--- src/rtl/bubble_collapse_pipe.sv ---
// Bubble-collapsing register pipeline, valid/ready on both sides; DEPTH-1 cycles input-to-output when unstalled.
// A stalled output lets upstream words close gaps; in_ready drops only when every stage is full.
module bubble_collapse_pipe #(
  parameter int WIDTH = 8,
  parameter int DEPTH = 3,
  parameter int CNT_W = 2
) (
  input  logic             clk,
  input  logic             rst_n,
  input  logic             flush,
  input  logic             in_valid,
  input  logic [WIDTH-1:0] in_data,
  output logic             in_ready,
  output logic             out_valid,
  output logic [WIDTH-1:0] out_data,
  input  logic             out_ready,
  output logic [CNT_W-1:0] occupancy,
  output logic             overflow_err
);
  localparam int LIM = 2 * DEPTH;
  localparam int SW  = $clog2(LIM + 1);

  logic [DEPTH-1:0]            vld_q, vld_d, adv;
  logic [DEPTH-1:0][WIDTH-1:0] data_q, data_d;
  logic [CNT_W-1:0]            occ_q, occ_d;
  logic [SW-1:0]               stall_q, stall_d;
  logic                        err_q, err_d;
  logic                        accept, consume, stall;

  // A stage may move when the next one is empty or is itself moving this cycle.
  always_comb begin
    adv = '0;
    adv[DEPTH-1] = vld_q[DEPTH-1] & out_ready;
    for (int i = DEPTH - 2; i >= 0; i--) begin
      adv[i] = vld_q[i] & (~vld_q[i+1] | adv[i+1]);
    end
  end

  assign in_ready = (~vld_q[0] | adv[0]) & ~flush;
  assign accept   = in_valid & in_ready;
  assign consume  = adv[DEPTH-1] & ~flush;
  assign stall    = in_valid & ~in_ready & ~flush;

  always_comb begin
    vld_d  = vld_q;
    data_d = data_q;
    if (flush) begin
      vld_d = '0;
    end else begin
      for (int i = 0; i < DEPTH - 1; i++) begin
        if (adv[i]) begin
          vld_d[i+1]  = 1'b1;
          data_d[i+1] = data_q[i];
        end else if (adv[i+1]) begin
          vld_d[i+1] = 1'b0;
        end
      end
      if (accept) begin
        vld_d[0]  = 1'b1;
        data_d[0] = in_data;
      end else if (adv[0]) begin
        vld_d[0] = 1'b0;
      end
    end
  end

  always_comb begin
    occ_d = occ_q;
    if (flush) begin
      occ_d = '0;
    end else if (accept && !consume) begin
      occ_d = occ_q + CNT_W'(1);
    end else if (consume && !accept) begin
      occ_d = occ_q - CNT_W'(1);
    end
  end

  // Counts consecutive refused offers; saturates once the limit is reached.
  always_comb begin
    stall_d = '0;
    err_d   = err_q;
    if (stall) begin
      stall_d = (stall_q == SW'(LIM)) ? stall_q : stall_q + SW'(1);
      if (stall_q >= SW'(LIM)) begin
        err_d = 1'b1;
      end
    end
  end

  always_ff @(posedge clk or negedge rst_n) begin
    if (!rst_n) begin
      vld_q   <= '0;
      data_q  <= '0;
      occ_q   <= '0;
      stall_q <= '0;
      err_q   <= 1'b0;
    end else begin
      vld_q   <= vld_d;
      data_q  <= data_d;
      occ_q   <= occ_d;
      stall_q <= stall_d;
      err_q   <= err_d;
    end
  end

  assign out_valid    = vld_q[DEPTH-1];
  assign out_data     = data_q[DEPTH-1];
  assign occupancy    = occ_q;
  assign overflow_err = err_q;

endmodule

--- config.mk ---
export PLATFORM = sky130hd
export DESIGN_NAME = bubble_collapse_pipe
export DESIGN_NICKNAME = d
export VERILOG_FILES = /design/src/rtl/bubble_collapse_pipe.sv
export SDC_FILE = /design/constraint.sdc
export NUM_CORES = 1
export LEC_CHECK = 0
export CELL_PAD_IN_SITES_DETAIL_PLACEMENT = 0
export CELL_PAD_IN_SITES_GLOBAL_PLACEMENT = 1
export CORE_UTILIZATION = 45
export DETAILED_ROUTE_END_ITERATION = 10
export GPL_TIMING_DRIVEN = 1
export PLACE_DENSITY_LB_ADDON = 0.1
export SYNTH_ARGS = -nofsm -noshare
export SYNTH_HDL_FRONTEND = slang
export SYNTH_SLANG_ARGS = --single-unit
--- constraint.sdc ---
create_clock -name clk -period 2.5 [get_ports clk]
set_input_delay 0.25 -clock clk [delete_from_list [all_inputs] [get_ports clk]]
set_output_delay 0.25 -clock clk [all_outputs]
set_load 0.02 [all_outputs]
==> flow_summary.html, run 1 <==
<table>
<tr><th>Metric</th><th>Value</th></tr>
<tr><th colspan="2">Placed design</th></tr>
<tr><td>Placer congestion estimate</td><td>about 0.75</td></tr>
<tr><td>Detailed Place HPWL</td><td>between 1.5 and 2 mm</td></tr>
<tr><td>Dpl cell area</td><td>around 1700 um2</td></tr>
<tr><td>Number of port buffers</td><td>25</td></tr>
<tr><th colspan="2">Timing</th></tr>
<tr><td>Setup Skew</td><td>about 0.0062 ns</td></tr>
<tr><td>Final hold violations</td><td>0</td></tr>
<tr><td>Setup repair after global routing missed its margin</td><td>false</td></tr>
<tr><td>Highest Clock Rate</td><td>between 0.4 and 0.5 GHz</td></tr>
<tr><td>Final slew viol count</td><td>0</td></tr>
<tr><td>Post-Route Setup TNS</td><td>0 ns</td></tr>
<tr><td>Tmin final</td><td>about 2.1 ns</td></tr>
<tr><td>Setup Viol. Count Final</td><td>0</td></tr>
<tr><td>Headroom to the max-slew limit</td><td>0.665</td></tr>
<tr><td>Pin slew with the least headroom to its limit</td><td>roughly 0.50 ns</td></tr>
<tr><td>Post-route fraction of the period consumed by the critical path</td><td>0.848</td></tr>
<tr><th colspan="2">Layout</th></tr>
<tr><td>Number of fill cells</td><td>approximately 280</td></tr>
<tr><td>Area used by sequential logic in the layout</td><td>between 800 and 900 um2</td></tr>
<tr><td>Final instance area</td><td>1770 um2</td></tr>
<tr><td>Share of cells above drive strength 1</td><td>0.265</td></tr>
<tr><td>Layout overhead on the synthesized area</td><td>19.6%</td></tr>
<tr><td>Number of inserted diodes</td><td>0</td></tr>
<tr><td>Total area of multi-input combinational cells</td><td>around 570 um2</td></tr>
<tr><td>Number of nets in the layout</td><td>150</td></tr>
<tr><th colspan="2">Die</th></tr>
<tr><td>Number of rows in the core area</td><td>20</td></tr>
<tr><td>Die Width</td><td>between 50 and 60 um</td></tr>
<tr><td>Die ar.</td><td>between 3000 and 4000 um2</td></tr>
<tr><td>Initial Util</td><td>0.480</td></tr>
<tr><td>Boundary Pins</td><td>26</td></tr>
<tr><td>Placeable core region</td><td>3080 um2</td></tr>
<tr><td>Die H</td><td>between 50 and 60 um</td></tr>
<tr><th colspan="2">Route</th></tr>
<tr><td>Total Wirelength</td><td>2.42 mm</td></tr>
<tr><td>Routed via count divided by cell count</td><td>around 5.0</td></tr>
<tr><td>DRC Markers</td><td>0</td></tr>
<tr><td>Pre-Repair DR Iteration Count</td><td>4</td></tr>
<tr><td>First DRT Iteration DRCs</td><td>20</td></tr>
<tr><td>Vias</td><td>between 900 and 1k</td></tr>
<tr><td>Mean routed wirelength per cell</td><td>~13 um</td></tr>
<tr><td>Number of nets with antenna violations after routing</td><td>0</td></tr>
<tr><th colspan="2">Logic synthesis</th></tr>
<tr><td>Top cells by area in the synthesized netlist</td><td>sky130_fd_sc_hd__dfrtp_1 (56%), sky130_fd_sc_hd__mux2_2 (12%), sky130_fd_sc_hd__mux2_4 (8.1%)</td></tr>
<tr><td>Number of cells produced by synthesis</td><td>between 100 and 150</td></tr>
<tr><td>Proportion of synthesized chip area in sequential cells</td><td>0.559</td></tr>
<tr><td>Main flop type after synthesis</td><td>sky130_fd_sc_hd__dfrtp_1</td></tr>
<tr><td>Number of library cell types mapped by synthesis</td><td>28</td></tr>
<tr><td>Proportion of register bits with asynchronous set or reset after synthesis</td><td>1.00</td></tr>
<tr><td>Number of synthesized flops with an enable pin</td><td>0</td></tr>
<tr><td>Top cell type's share of synthesized area</td><td>0.559</td></tr>
<tr><td>Synthesis Warnings</td><td>0</td></tr>
<tr><td>Number of nets in the synthesized netlist</td><td>127</td></tr>
<tr><td>Flops &amp; latches, synth</td><td>33</td></tr>
<tr><td>Dominant cell by count in the synthesized netlist</td><td>sky130_fd_sc_hd__dfrtp_1</td></tr>
<tr><td>Cell accounting for the most synthesized area</td><td>sky130_fd_sc_hd__dfrtp_1</td></tr>
<tr><td>Cell area after synthesis</td><td>around 1500 um2</td></tr>
<tr><td>Per-instance average area after synthesis</td><td>about 13 um2</td></tr>
<tr><td>Most frequent cells after synthesis</td><td>sky130_fd_sc_hd__dfrtp_1 (33), sky130_fd_sc_hd__mux2_2 (16), sky130_fd_sc_hd__nor2_1 (12)</td></tr>
<tr><th colspan="2">Critical path</th></tr>
<tr><td>CP required</td><td>~2.3 ns</td></tr>
<tr><td>CP endpoint kind</td><td>primary output</td></tr>
<tr><td>Kind of critical path</td><td>reg2out</td></tr>
<tr><td>R2R Path Start</td><td>vld_q[2]</td></tr>
<tr><td>Launch point of the critical path</td><td>vld_q[2]</td></tr>
<tr><td>Maximum net fanout on the critical path</td><td>5</td></tr>
<tr><td>Setup crit start kind</td><td>flip-flop</td></tr>
<tr><td>Arrival @ worst endpoint</td><td>between 1.5 and 2 ns</td></tr>
<tr><th colspan="2">Run status</th></tr>
<tr><td>Status</td><td>finished, final reports clean</td></tr>
<tr><th colspan="2">CTS</th></tr>
<tr><td>Gates resized, CTS repair</td><td>0</td></tr>
<tr><td>Post CTS Setup Buffer Count</td><td>0</td></tr>
<tr><td>Clock transition at the register clock pins on the worst setup and hold paths after CTS</td><td>~0.10 ns</td></tr>
<tr><td>Clock Sinks</td><td>33</td></tr>
<tr><td>Total CTS buffers</td><td>5</td></tr>
<tr><td>CTS tree</td><td>done</td></tr>
<tr><td>Number of buffers inserted by hold repair at cts</td><td>0</td></tr>
<tr><td>Maximum level of the CTS H-tree</td><td>2</td></tr>
<tr><td>Worst skew pair latency</td><td>roughly 0.33 ns</td></tr>
<tr><td>Maximum root-to-sink buffer count</td><td>2</td></tr>
<tr><td>Cell chosen for the clock root</td><td>sky130_fd_sc_hd__clkbuf_4</td></tr>
<tr><th colspan="2">Pwr</th></tr>
<tr><td>Leakage power summed over all cells</td><td>roughly 0.8 nW</td></tr>
<tr><td>Maximum vdd ir drop</td><td>roughly 0.00034 V</td></tr>
<tr><td>Power density of the placed cells</td><td>about 790 nW/um2</td></tr>
<tr><th colspan="2">Global routing</th></tr>
<tr><td>Vias in the first global route</td><td>878</td></tr>
<tr><td>All-Layer GR Usage</td><td>0.169</td></tr>
<tr><td>Aggregate global routing overflow</td><td>0</td></tr>
<tr><td>Initial antenna violation count</td><td>0</td></tr>
<tr><td>Maximum number of pins on one net before global-route repair</td><td>34</td></tr>
<tr><td>Global-route wire length before repair</td><td>roughly 4.1 mm</td></tr>
<tr><th colspan="2">Job</th></tr>
<tr><td>Max cap viols</td><td>0</td></tr>
<tr><th colspan="2">Worst hold path</th></tr>
<tr><td>Min-Delay Path Class</td><td>in2async</td></tr>
</table>
==> report_power, final <==
| part | internal, mW | total, mW | switching [mW] |
|---|---|---|---|
| logic | 0.240 | 0.393 | 0.153 |
| clock network | 0.107 | 0.279 | 0.172 |
| registers | 0.648 | 0.718 | 0.0696 |
==> registers in the layout (all words and copies together) (netlist names) <==
| register | cells |
|---|---|
| data_q | 16 |
| occupancy | 2 |
| vld_q | 3 |
| overflow_err | 1 |
| out_data | 8 |
| stall_q | 3 |
==> final cells by class <==
| type | instances | share of cell area |
|---|---|---|
| Sequential cell | 33 | 0.467 |
| Multi-Input combinational cell | 68 | 0.324 |
| Timing Repair Buffer | 26 | 0.146 |
| Tap cell | 44 | 0.0312 |
| Clock buffer | 6 | 0.0234 |
| Clock inverter | 2 | 0.00567 |
| Inverter | 1 | 0.00212 |
==> cells by family (layout without fill, tap and decap cells) <==
logic type | after synthesis | count (layout) | share of synthesized area
compound gates | 5 | 5 | 0.0254
xor+xnor | 3 | 3 | 0.0178
fa+ha+maj | 2 | 2 | 0.0169
buf+inv | 11 | 35 | 0.0533
flops | 33 | 33 | 0.559
mux | 24 | 24 | 0.203
simple gates | 34 | 34 | 0.124
==> per-stage QoR <==
| stage | total power, mW | util | setup slack [ns] | hold slack (ns) | instances |
|---|---|---|---|---|---|
| 2_1_floorplan | 1.02 | - | 0.953 | -0.0456 | 112 |
| 3_3_place_gp | 1.11 | 0.557 | 0.427 | 0.450 | 172 |
| 3_5_place_dp | 1.13 | 0.557 | 0.423 | 0.457 | 172 |
| 4_1_cts | 1.41 | 0.574 | 0.366 | 0.297 | 180 |
| 5_1_grt | 1.48 | 0.574 | 0.291 | 0.326 | 180 |
| 6_report | 1.39 | 0.574 | 0.380 | 0.305 | 180 |
==> placed cells by master, fill, tap and decap left out, drive strengths merged, types with 2 or more instances in the layout <==
cell,netlist,final
nand3,3,3
clkdlybuf4s50,0,25
ha,2,2
mux2,24,24
clkinv,0,2
dfrtp,33,33
nor2b,2,2
xnor2,2,2
nor2,12,12
a21oi,2,2
nor3,2,2
nand2,8,8
clkbuf,1,6
==> routing by layer <==
metal / wire length (um) / track usage / part of all wire
met1: 1130 / 0.211 / 0.47
met2: 1070 / 0.250 / 0.44
met3: 162 / 0.0721 / 0.067
met5: 0 / 0 / 0
met4: 48 / 0.0850 / 0.020
==> final timing paths <==
check | slack, ns | depth (start not counted) | to
max reg2reg | 0.82 | 3 | out_data[4]
max in group asynchronous | 1.90 | 2 | data_q[2]
min in group clk | 0.47 | 1 | overflow_err
min | 0.30 | 2 | stall_q[2]
min reg2reg | 0.47 | 1 | overflow_err
max | 0.38 | 4 | in_ready
==> worst max-delay path: stages, from the launching register on <==
cell and delay [ns]:
sky130_fd_sc_hd__dfrtp_1 0.44, sky130_fd_sc_hd__nor2b_4 0.16, sky130_fd_sc_hd__and3_2 0.24, sky130_fd_sc_hd__nor2_1 0.08, sky130_fd_sc_hd__clkdlybuf4s50_1 0.61
Power figures use the tool's default switching activity.
==> run 2: changes to the inputs <==
Settings changed: CORE_UTILIZATION 45 to 37.
Clock period 2.5 ns to 1.74 ns, I/O delays scaled along.
==> flow_summary.html, run 2 (synthesized netlist as in run 1, its figures left out) <==
<table>
<tr><th>Metric</th><th>Value</th></tr>
<tr><th colspan="2">Run status</th></tr>
<tr><td>Status</td><td>finished, final reports clean</td></tr>
<tr><th colspan="2">CTS</th></tr>
<tr><td>Worst skew pair latency</td><td>0.28 ns</td></tr>
<tr><td>Number of buffers inserted by hold repair at cts</td><td>0</td></tr>
<tr><td>Maximum level of the CTS H-tree</td><td>2</td></tr>
<tr><td>CTS tree</td><td>done</td></tr>
<tr><td>Maximum root-to-sink buffer count</td><td>2</td></tr>
<tr><td>Clock Sinks</td><td>33</td></tr>
<tr><td>Gates resized, CTS repair</td><td>1</td></tr>
<tr><td>Post CTS Setup Buffer Count</td><td>0</td></tr>
<tr><td>Total CTS buffers</td><td>5</td></tr>
<tr><td>Cell chosen for the clock root</td><td>sky130_fd_sc_hd__clkbuf_8</td></tr>
<tr><td>Clock transition at the register clock pins on the worst setup and hold paths after CTS</td><td>0.07 ns</td></tr>
<tr><th colspan="2">Timing</th></tr>
<tr><td>Headroom to the max-slew limit</td><td>0.720</td></tr>
<tr><td>Post-route fraction of the period consumed by the critical path</td><td>0.922</td></tr>
<tr><td>Final slew viol count</td><td>0</td></tr>
<tr><td>Tmin final</td><td>~1.6 ns</td></tr>
<tr><td>Setup Viol. Count Final</td><td>0</td></tr>
<tr><td>Final WS setup</td><td>0.136 ns</td></tr>
<tr><td>Setup Skew</td><td>0.00480 ns</td></tr>
<tr><td>Final hold violations</td><td>0</td></tr>
<tr><td>Highest Clock Rate</td><td>between 0.6 and 0.7 GHz</td></tr>
<tr><td>Post-Route Setup TNS</td><td>0 ns</td></tr>
<tr><td>Setup repair after global routing missed its margin</td><td>false</td></tr>
<tr><td>Pin slew with the least headroom to its limit</td><td>0.421 ns</td></tr>
<tr><th colspan="2">Route</th></tr>
<tr><td>Mean routed wirelength per cell</td><td>approximately 13 um</td></tr>
<tr><td>Pre-Repair DR Iteration Count</td><td>4</td></tr>
<tr><td>DRC Markers</td><td>0</td></tr>
<tr><td>Routed via count divided by cell count</td><td>4.69</td></tr>
<tr><td>Vias</td><td>between 900 and 1k</td></tr>
<tr><td>First DRT Iteration DRCs</td><td>29</td></tr>
<tr><td>Total Wirelength</td><td>around 2.6 mm</td></tr>
<tr><td>Number of nets with antenna violations after routing</td><td>0</td></tr>
<tr><th colspan="2">Worst hold path</th></tr>
<tr><td>Min-Delay Path Class</td><td>in2async</td></tr>
<tr><th colspan="2">Layout</th></tr>
<tr><td>Share of cells above drive strength 1</td><td>0.315</td></tr>
<tr><td>Commonest non-fill, non-tap cells in the layout</td><td>sky130_fd_sc_hd__dfrtp_1 (33), sky130_fd_sc_hd__clkdlybuf4s50_1 (24), sky130_fd_sc_hd__mux2_2 (16)</td></tr>
<tr><td>Most flops, register</td><td>data_q</td></tr>
<tr><td>Number of fill cells</td><td>348</td></tr>
<tr><td>Number of nets in the layout</td><td>160</td></tr>
<tr><td>Area used by sequential logic in the layout</td><td>approximately 830 um2</td></tr>
<tr><td>Commonest non-fill, non-tap cell in the layout</td><td>sky130_fd_sc_hd__dfrtp_1</td></tr>
<tr><td>Number of inserted diodes</td><td>0</td></tr>
<tr><td>Total area of multi-input combinational cells</td><td>approximately 570 um2</td></tr>
<tr><td>Largest register FFs</td><td>16</td></tr>
<tr><td>Layout overhead on the synthesized area</td><td>31.0%</td></tr>
<tr><th colspan="2">Critical path</th></tr>
<tr><td>Number of buffers and inverters on the critical path</td><td>1</td></tr>
<tr><td>CP max-delay cell</td><td>sky130_fd_sc_hd__dfrtp_1</td></tr>
<tr><td>Kind of critical path</td><td>reg2out</td></tr>
<tr><td>Gate family responsible for the most delay along the worst path</td><td>simple AND/OR/NAND/NOR gates</td></tr>
<tr><td>Arrival @ worst endpoint</td><td>around 1.4 ns</td></tr>
<tr><td>Critical path cell sequence</td><td>nor2b_4 &gt; and3_2 &gt; nor2_1 &gt; dlygate4sd2_1</td></tr>
<tr><td>Max incr delay on CP</td><td>just under 0.4 ns</td></tr>
<tr><td>Maximum net fanout on the critical path</td><td>5</td></tr>
<tr><td>Setup crit start kind</td><td>flip-flop</td></tr>
<tr><td>CP endpoint kind</td><td>primary output</td></tr>
<tr><td>CP required</td><td>1.57 ns</td></tr>
<tr><th colspan="2">Placed design</th></tr>
<tr><td>Placer congestion estimate</td><td>0.713</td></tr>
<tr><td>Detailed Place HPWL</td><td>~1.8 mm</td></tr>
<tr><td>Number of port buffers</td><td>25</td></tr>
<tr><td>Dpl ws</td><td>-0.107 ns</td></tr>
<tr><th colspan="2">Die</th></tr>
<tr><td>Placeable core region</td><td>between 3000 and 4000 um2</td></tr>
<tr><td>Die Width</td><td>around 65 um</td></tr>
<tr><td>Number of rows in the core area</td><td>22</td></tr>
<tr><td>Die H</td><td>roughly 65 um</td></tr>
<tr><td>Boundary Pins</td><td>26</td></tr>
<tr><td>Initial Util</td><td>0.395</td></tr>
<tr><td>Die ar.</td><td>around 4300 um2</td></tr>
<tr><th colspan="2">Global routing</th></tr>
<tr><td>Initial antenna violation count</td><td>0</td></tr>
<tr><td>All-Layer GR Usage</td><td>0.143</td></tr>
<tr><td>Global-route wire length before repair</td><td>between 4 and 5 mm</td></tr>
<tr><td>Maximum number of pins on one net before global-route repair</td><td>34</td></tr>
<tr><td>Vias in the first global route</td><td>~900</td></tr>
<tr><td>Aggregate global routing overflow</td><td>0</td></tr>
<tr><th colspan="2">Pwr</th></tr>
<tr><td>Leakage power summed over all cells</td><td>0.884 nW</td></tr>
<tr><td>Maximum vdd ir drop</td><td>around 0.00060 V</td></tr>
<tr><td>Power density of the placed cells</td><td>1210 nW/um2</td></tr>
<tr><th colspan="2">Job</th></tr>
<tr><td>Max cap viols</td><td>0</td></tr>
</table>
run 2: cell types whose count changed in the layout (fill, tap and decap cells not counted), sizes merged:
cell / delta
dlygate4sd2: +1
clkbuf: +1
clkdlybuf4s50: -1
buf: +10
clkinv: -2
bufinv: +1
run 2: final timing paths:
check,cells past startpoint,slack (ns),start,end
setup / recovery,4,0.14,vld_q[2],in_ready
hold / removal,2,0.29,rst_n,stall_q[0]
setup reg to reg,4,0.24,vld_q[2],out_data[3]
hold reg to reg,1,0.47,overflow_err,overflow_err
max in group asynchronous,2,1.14,rst_n,data_q[0]
min in group clk,1,0.47,overflow_err,overflow_err
run 2: routing by layer:
metal	track usage	share of wire	vias up
li1	-	-	443
met1	0.182	0.47	440
met2	0.219	0.47	22
met3	0.0486	0.048	4
met4	0.0652	0.014	0
met5	0	0	-
run 2: area by class of cell:
type	instances	share of cell area
inverter	1	0.00194
clock inverter	1	0.0155
clock buffer	7	0.0446
multi-input combinational	68	0.296
sequential	33	0.427
tap	48	0.0310
timing repair buffer	36	0.184
run 2: stage by stage:
stage | area, um2 | util | cells | total power [mW] | hold slack [ns]
after floorplan | 1480 | - | 112 | 1.47 | -0.122
after global placement | 1820 | 0.486 | 186 | 1.62 | 0.452
after detailed placement | 1820 | 0.486 | 186 | 1.64 | 0.457
after CTS | 1940 | 0.517 | 194 | 2.38 | 0.302
after global routing | 1940 | 0.517 | 194 | 2.47 | 0.330
final | 1940 | 0.517 | 194 | 2.35 | 0.292
run 2: power by group:
group | leakage, nW | switching [mW] | internal [mW]
combinational | 0.417 | 0.227 | 0.362
sequential | 0.409 | 0.0965 | 0.934
clock | 0.0585 | 0.261 | 0.466
